--- src/rtl/sid_pkg.sv ---
// Shared types and constants for the SID register write path.
// Holds the FSM encoding, control-byte field positions and SID voice register map.
package sid_pkg;

    typedef enum logic [2:0] {
        StIdle,
        StSetup,
        StStrobe,
        StHold,
        StGapWait
    } sid_state_e;

    localparam int unsigned CtrlWe      = 7;
    localparam int unsigned CtrlVoiceHi = 4;
    localparam int unsigned CtrlVoiceLo = 3;
    localparam int unsigned CtrlAddrHi  = 2;
    localparam int unsigned CtrlAddrLo  = 0;

    typedef enum logic [2:0] {
        RegFreqLo = 3'd0,
        RegFreqHi = 3'd1,
        RegPwLo   = 3'd2,
        RegPwHi   = 3'd3,
        RegAd     = 3'd4,
        RegSr     = 3'd5,
        RegCtrl   = 3'd6
    } sid_reg_e;

    function automatic logic [7:0] sid_ctrl(input logic we, input logic [1:0] voice,
                                            input logic [2:0] addr);
        logic [7:0] c;
        c                          = '0;
        c[CtrlWe]                  = we;
        c[CtrlVoiceHi:CtrlVoiceLo] = voice;
        c[CtrlAddrHi:CtrlAddrLo]   = addr;
        return c;
    endfunction

endpackage

--- src/rtl/sid_rr_arbiter.sv ---
// Round-robin one-hot grant: requester (last+1) mod NREQ has top priority, then ascending
// with wrap-around.
module sid_rr_arbiter #(
    parameter int unsigned NREQ = 3
) (
    input  logic [NREQ-1:0] req_valid,
    input  logic [1:0]      last,
    output logic [NREQ-1:0] grant
);

    always_comb begin
        int idx;
        grant = '0;
        idx   = 0;
        // Walk from lowest to highest priority so the highest-priority hit is written last.
        for (int k = int'(NREQ); k >= 1; k--) begin
            idx = (int'(last) + k) % int'(NREQ);
            if (req_valid[idx]) begin
                grant      = '0;
                grant[idx] = 1'b1;
            end
        end
    end

endmodule

--- src/rtl/sid_write_arbiter.sv ---
// Arbitrates SID voice register writes onto a single registered bus, issuing a
// SETUP / STROBE / HOLD sequence per write with an optional idle gap afterwards.
module sid_write_arbiter
    import sid_pkg::*;
#(
    parameter int unsigned NREQ = 3,
    parameter int unsigned GAP  = 0
) (
    input  logic              clk,
    input  logic              rst_n,
    input  logic [NREQ-1:0]   req_valid,
    input  logic [3*NREQ-1:0] req_addr,
    input  logic [8*NREQ-1:0] req_data,
    output logic [NREQ-1:0]   req_ready,
    output logic [7:0]        bus_ctrl,
    output logic [7:0]        bus_data,
    output logic              busy,
    output logic              wr_done
);

    localparam logic [1:0] LastInit = 2'(NREQ - 1);
    localparam logic [3:0] GapLoad  = 4'((GAP > 0) ? GAP - 1 : 0);

    sid_state_e      state;
    logic [1:0]      last;
    logic [3:0]      gap_cnt;
    logic [NREQ-1:0] grant;
    logic            accept;
    logic [1:0]      sel_idx;
    logic [2:0]      sel_addr;
    logic [7:0]      sel_data;

    sid_rr_arbiter #(
        .NREQ (NREQ)
    ) u_rr (
        .req_valid (req_valid),
        .last      (last),
        .grant     (grant)
    );

    assign req_ready = (state == StIdle) ? grant : '0;
    assign accept    = |(req_valid & req_ready);
    assign busy      = (state != StIdle);

    always_comb begin
        sel_idx  = '0;
        sel_addr = '0;
        sel_data = '0;
        for (int i = 0; i < int'(NREQ); i++) begin
            if (grant[i]) begin
                sel_idx  = 2'(i);
                sel_addr = req_addr[3*i +: 3];
                sel_data = req_data[8*i +: 8];
            end
        end
    end

    always_ff @(posedge clk or negedge rst_n) begin
        if (!rst_n) begin
            state    <= StIdle;
            last     <= LastInit;
            gap_cnt  <= '0;
            bus_ctrl <= '0;
            bus_data <= '0;
            wr_done  <= 1'b0;
        end else begin
            wr_done <= 1'b0;
            case (state)
                StIdle: begin
                    if (accept) begin
                        bus_ctrl <= sid_ctrl(1'b0, sel_idx, sel_addr);
                        bus_data <= sel_data;
                        last     <= sel_idx;
                        state    <= StSetup;
                    end
                end
                StSetup: begin
                    bus_ctrl[CtrlWe] <= 1'b1;
                    state            <= StStrobe;
                end
                StStrobe: begin
                    bus_ctrl[CtrlWe] <= 1'b0;
                    wr_done          <= 1'b1;
                    state            <= StHold;
                end
                StHold: begin
                    if (GAP == 0) begin
                        state <= StIdle;
                    end else begin
                        gap_cnt <= GapLoad;
                        state   <= StGapWait;
                    end
                end
                StGapWait: begin
                    if (gap_cnt == '0) begin
                        state <= StIdle;
                    end else begin
                        gap_cnt <= gap_cnt - 4'd1;
                    end
                end
                default: state <= StIdle;
            endcase
        end
    end

endmodule

--- config.mk ---
export PLATFORM = sky130hd
export DESIGN_NAME = sid_write_arbiter
export DESIGN_NICKNAME = d
export VERILOG_FILES = /design/src/rtl/sid_pkg.sv /design/src/rtl/sid_rr_arbiter.sv /design/src/rtl/sid_write_arbiter.sv
export SDC_FILE = /design/constraint.sdc
export NUM_CORES = 1
export LEC_CHECK = 0
export ABC_AREA = 1
export ABC_CLOCK_PERIOD_IN_PS = 4600
export CORE_ASPECT_RATIO = 0.5
export CORE_UTILIZATION = 45
export CTS_BUF_LIST = sky130_fd_sc_hd__clkbuf_8 sky130_fd_sc_hd__clkbuf_16
export DETAILED_ROUTE_END_ITERATION = 8
export GPL_TIMING_DRIVEN = 0
export HOLD_SLACK_MARGIN = 0.15
export PLACE_DENSITY = 0.94
export SLEW_MARGIN = 20
export SYNTH_ARGS = -nofsm -noshare
export SYNTH_HDL_FRONTEND = slang
export SYNTH_SLANG_ARGS = --single-unit
--- constraint.sdc ---
create_clock -name clk -period 4.6 [get_ports clk]
set_input_delay 0.92 -clock clk [delete_from_list [all_inputs] [get_ports clk]]
set_output_delay 0.92 -clock clk [all_outputs]
set_load 0.02 [all_outputs]
==> metrics.cfg, run 1 <==
[status]
status = complete, no violations

[timing]
tightest_slew_ns = 0.761
maxSlewViolCount = 0
clock.fmax_ghz = 0.254
hold_ws_ns = 0.477
finalHoldViolCount = 0
finalCritPeriodShare_pct = 85.7
rsz0062_at_grt = no
timing.slew.headroom_pct = 49.1
fin_crit_ns = 3.94
fin_skew_ns = 0.00279
fin_setup_tns_ns = 0
setup_viol = 0

[grt]
gr-usage-all-layers_pct = 22.7
antenna_found_initial = 0
grt_pass1_wl_mm = 5.35
overflow = 0
grt_pass1_vias = 1186
grt_max_degree = 19

[worst_setup_path]
critPathArrivalTime_ns = 3.02
critPathLaunch = req_valid[2]
r2r_start = last[0]
worstPathMaxFanout = 10
end_kind = output port
critical_path_class = in2out
required_ns = 3.68
critical_path.startpoint_type = input pin

[drt]
drt_pre_antenna_iters = 4
drtIter0Drc = 74
viasPerCell = 4.81
wirelength_mm = 3.72
drc_errors = 0
vias = 1447
drtAntennaViolNets = 0
wire_per_inst_um = 12.4

[power]
switching_share_pct = 52.4
pwr-share-comb_pct = 77.1
power.share.sequential_pct = 16.7
p_switching_mw = 0.877
peakVddDrop_uv = 507
internal-power_mw = 0.796
powerDensity_mw_per_mm2 = 831
leakage_nw = 1.02
clock_power_share_pct = 6.2
finalPower_mw = 1.67

[synth]
syn_inst = 203
ys_top_cells_by_area = dfrtp_1, nand2_1, ha_1
ys_async_sr_fraction_pct = 100
yosys.area.top_type = dfrtp_1
synth-seq-cells = 18
syn_area_per_cell_um2 = 6.69
ys.flop_type = dfrtp_1
yosys_warnings = 0
synth_cell_types = 22
seq_area_frac_synth_pct = 33.2
synthTopCellsByCount = nand2_1, dfrtp_1, inv_1, o211ai_1
synth_top_cell_area_share_pct = 31.3
synth_edf_count = 0
syn_area_mm2 = 0.00136
yosysMostFrequentCell = nand2_1

[floorplanning]
start_util_pct = 49.7
core_mm2 = 0.00273
die_x_um = 79.7
pin_count = 59
die_h_um = 40.9
fp-row-count = 13
design.die.area_mm2 = 0.00326

[cts]
clock_sinks = 18
clk_pin_slew_ns = 0.06
hold_buffers = 0
htreeDepth = 1
postCtsSetupBuffers = 0
cts_tree = done
cts.repair.resized = 0
clockBufferDepth = 2
cts_buffers = 3
cts-root-buf = clkbuf_8
insertion_delay_ns = 0.24

[finish]
antennaDiodeCount = 0
multiInputGateArea_um2 = 783
instances_no_fill = 301
register_area_um2 = 452
syn_to_final_growth_pct = 48.3
fin_util_pct = 73.7
fin_nets = 311
num-fill-cells = 193
drive_gt1_share_pct = 9.09

[job]
drv_cap = 0

[place]
dp_cells = 297
io_buffers = 56
hpwl_mm = 3.10
gp_congestion = 0.887

[hold_path]
hold_start = bus_ctrl[0]
hp-class = reg2reg

[placed cells by master, fill, tap and decap left out]
cell / netlist / final
nor2_2: 1 / 1
dfrtp_1: 17 / 17
inv_2: 2 / 2
nor2_1: 6 / 6
buf_4: 6 / 6
clkbuf_8: 0 / 3
buf_2: 3 / 3
nand2_1: 109 / 109
nand3_1: 8 / 8
clkdlybuf4s50_1: 0 / 56
dfstp_2: 1 / 1
conb_1: 1 / 2
a21oi_1: 2 / 2
o211ai_1: 11 / 11
nand2_2: 4 / 4
nand3_2: 2 / 2
nand3b_1: 2 / 2
nand3_4: 1 / 1
buf_6: 1 / 1
inv_1: 13 / 14
o21ai_0: 2 / 2
ha_1: 8 / 8
o21ai_1: 1 / 1
nand4_1: 2 / 2
[state kept, by name, summed over array words and instances, names as in the netlist]
name	count
bus_data	8
bus_ctrl	5
state	2
last	2
wr_done	1
[power groups by stage]
stage	clock [mW]	sequential (mW)	combinational, mW
after floorplan	0	0.341	0.815
after global placement	0	0.277	1.23
after detailed placement	0	0.281	1.27
after CTS	0.107	0.278	1.28
after global routing	0.115	0.288	1.41
final	0.104	0.279	1.29
[worst paths after layout]
| kind | depth (start not counted) | slack (ns) | endpoint |
|---|---|---|---|
| max reg2reg | 15 | 2.31 | bus_data[1] |
| max | 11 | 0.66 | req_ready[2] |
| max in group asynchronous | 1 | 3.00 | bus_data[2] |
| min | 2 | 0.48 | bus_ctrl[0] |
| min in group asynchronous | 1 | 1.13 | bus_ctrl[0] |
| min reg2reg | 2 | 0.48 | bus_ctrl[0] |
[cell type report]
| class | instances | share of cell area, % |
|---|---|---|
| multi-input cells | 161 | 38.9 |
| repair buffers | 56 | 27.8 |
| flip-flops and latches | 18 | 22.4 |
| plain buffers | 10 | 3.54 |
| inverters | 15 | 2.80 |
| well taps | 37 | 2.30 |
| clock buffers | 3 | 2.05 |
| clock inverters | 1 | 0.186 |
[critical path: stages]
cell and delay [ns]:
clkdlybuf4s50_1 0.57, nand2_1 0.08, nand2_1 0.11, nand2_1 0.09, nand2_1 0.08, nand2_1 0.08
nand2_2 0.12, inv_1 0.09, buf_4 0.18, nor2_1 0.09, clkdlybuf4s50_1 0.61
[logic make-up (layout without fill, tap and decap cells)]
group	count (synthesis)	after routing	synth area share, %
flip-flops	18	18	33.2
adder cells (fa/ha/maj)	8	8	7.37
AO/OA/AOI/OAI	16	16	7.92
other	1	2	0.276
buffers and inverters	25	85	9.39
AND/OR/NAND/NOR	135	135	41.8
[metal layers]
metal	track usage (%)	share of wire, %
met5	0	0
met4	7.73	0.51
met3	1.56	3.3
met2	41.5	49
met1	30.1	47
[metrics by stage]
stage / setup slack (ns) / area (µm²)
final: 0.658 / 2010
after floorplan: 1.75 / 1360
after global routing: 0.495 / 2010
after detailed placement: 0.672 / 1970
after global placement: 0.752 / 1970
after CTS: 0.668 / 2010
(Power assumes the default switching activity.)
==> run 2: changes to the inputs <==
--- a/config.mk
+++ b/config.mk
@@ -6,8 +6,8 @@
 export NUM_CORES = 1
 export LEC_CHECK = 0
 export ABC_AREA = 1
-export ABC_CLOCK_PERIOD_IN_PS = 4600
-export CORE_ASPECT_RATIO = 0.5
+export ABC_CLOCK_PERIOD_IN_PS = 4900
+export CORE_ASPECT_RATIO = 1.2
 export CORE_UTILIZATION = 45
 export CTS_BUF_LIST = sky130_fd_sc_hd__clkbuf_8 sky130_fd_sc_hd__clkbuf_16
 export DETAILED_ROUTE_END_ITERATION = 8
==> constraint.sdc (replaced) <==
create_clock -name clk -period 4.9 [get_ports clk]
set_input_delay 0.98 -clock clk [delete_from_list [all_inputs] [get_ports clk]]
set_output_delay 0.98 -clock clk [all_outputs]
set_load 0.02 [all_outputs]
==> run 2 against run 1 <==
  * Non-clock buffer count stayed put
  * Cell count is 1.0% lower
  * Critical path depth stayed put
  * Sequential cell count stayed put
  * Global-route usage is 1.8 points lower
  * Register-to-register slack better by 0.42 ns
  * Hold slack worse by 0.0043 ns
  * Wire length is 11% lower
  * Design area is 0.31% higher
  * Sequential share of layout area is 0.069 points lower
  * Combinational power is 10% lower
  * Count of clock-buffer cells in the layout is 1 higher
  * Critical path type unchanged
  * Critical endpoint is now req_ready[1]
  * Largest cell class unchanged
  * Largest power group unchanged
  * Highest routed layer unchanged
==> metrics.cfg, run 2 (synthesis gave the netlist of run 1 again) <==
[power]
powerDensity_mw_per_mm2 = 761
peakVddDrop_uv = 426
leakage_nw = 1.02

[grt]
gr-usage-all-layers_pct = 21.0
overflow = 0
grtUsageMet2_pct = 35.1
grt_max_degree = 19
grt_pass1_wl_mm = 5.20
grt_pass1_vias = 1223
gr-usage-met1_pct = 26.7
grt-busiest-layer = met2
antenna_found_initial = 0
use_met3_pct = 2.70

[finish]
multiInputGateArea_um2 = 783
syn_to_final_growth_pct = 48.7
largest_register = bus_data
register_area_um2 = 452
final_cell_mix = nand2_1, clkdlybuf4s50_1, dfrtp_1, inv_1, o211ai_1
fin_util_pct = 71.2
instances_no_fill = 298
final_common_cell = nand2_1
drive_gt1_share_pct = 9.47
num-fill-cells = 235
largest_reg_flops = 8
fin_nets = 311
antennaDiodeCount = 0
reg_top3 = bus_data: 8 flops, bus_ctrl: 5 flops
fin_area_mm2 = 0.00202

[floorplanning]
start_util_pct = 47.9
core_mm2 = 0.00284
fp-row-count = 21
die_x_um = 52.2
pin_count = 59
die_h_um = 62.2
design.die.area_mm2 = 0.00324

[worst_setup_path]
end_kind = output port
critical_path.startpoint_type = input pin
critPathArrivalTime_ns = 3.05
required_ns = 3.92
critical_path_class = in2out
worstPathMaxFanout = 10

[status]
status = complete, no violations

[cts]
postCtsSetupBuffers = 0
clock_sinks = 18
hold_buffers = 0
insertion_delay_ns = 0.25
cts.repair.resized = 0
cts-root-buf = clkbuf_8
cts_buffers = 3
clk_pin_slew_ns = 0.06
htreeDepth = 1
clockBufferDepth = 2
cts_tree = done

[drt]
drtAntennaViolNets = 0
viasPerCell = 4.77
vias = 1420
drc_errors = 0
drtIter0Drc = 24
wirelength_mm = 3.32
wire_per_inst_um = 11.1
drt_pre_antenna_iters = 4

[timing]
timing.slew.headroom_pct = 50.8
setup_viol = 0
clock.fmax_ghz = 0.248
fin_skew_ns = 0.00175
finalCritPeriodShare_pct = 82.2
rsz0062_at_grt = no
fin_crit_ns = 4.03
maxSlewViolCount = 0
fin_ws_ns = 0.873
tightest_slew_ns = 0.735
finalHoldViolCount = 0
fin_setup_tns_ns = 0

[place]
postPlaceCellArea_mm2 = 0.00197
io_buffers = 56
hpwl_mm = 2.74
gp_congestion = 0.862
dp_cells = 294
place_ws_ns = 0.887

[job]
drv_cap = 0

[hold_path]
hp-class = reg2reg

run 2: cell count changes in the layout (fill, tap and decap cells not counted):
cell / previous run / this run
clkbuf_8: 3 / 4
inv_1: 14 / 13
run 2: metrics by stage:
step           total power [mW]  hold slack (ns)
2_1_floorplan              1.09            0.519
5_1_grt                    1.69            0.516
6_report                   1.54            0.473
3_3_place_gp               1.39            0.463
4_1_cts                    1.55            0.482
3_5_place_dp               1.42            0.462
run 2: worst paths after layout:
path / startpoint / end / slack [ns] / depth (start not counted)
setup / recovery: req_valid[2] / req_ready[1] / 0.87 / 11
hold / removal: bus_ctrl[4] / bus_ctrl[4] / 0.47 / 2
setup reg to reg: last[0] / bus_data[6] / 2.73 / 15
hold reg to reg: bus_ctrl[4] / bus_ctrl[4] / 0.47 / 2
max in group asynchronous: rst_n / bus_data[3] / 3.27 / 1
min in group asynchronous: rst_n / bus_data[1] / 1.16 / 1
run 2: layout make-up:
| class | count | share of cell area (%) |
|---|---|---|
| Buffer | 10 | 3.53 |
| Multi-Input combinational cell | 161 | 38.8 |
| Inverter | 15 | 2.79 |
| Timing Repair Buffer | 56 | 27.7 |
| Sequential cell | 18 | 22.4 |
| Tap cell | 34 | 2.11 |
| Clock buffer | 4 | 2.72 |
run 2: worst max-delay path: stages:
cell	delay (ns)
clkdlybuf4s50_1	0.58
nand2_1	0.08
nand2_1	0.12
nand3_1	0.09
nand2_1	0.06
inv_1	0.03
nand2_1	0.07
nand2_2	0.08
buf_2	0.19
nor2_2	0.14
clkdlybuf4s50_1	0.63
run 2: power breakdown:
group	leakage (nW)	internal (mW)	switching (mW)
clock network	0.0288	0.0713	0.0466
logic	0.765	0.469	0.689
registers	0.227	0.222	0.0397
run 2: layer usage:
metal,vias to the layer above,share of wire [%]
li1,752,-
met1,610,43
met2,52,49
met3,6,5.7
met4,0,1.8
met5,-,0
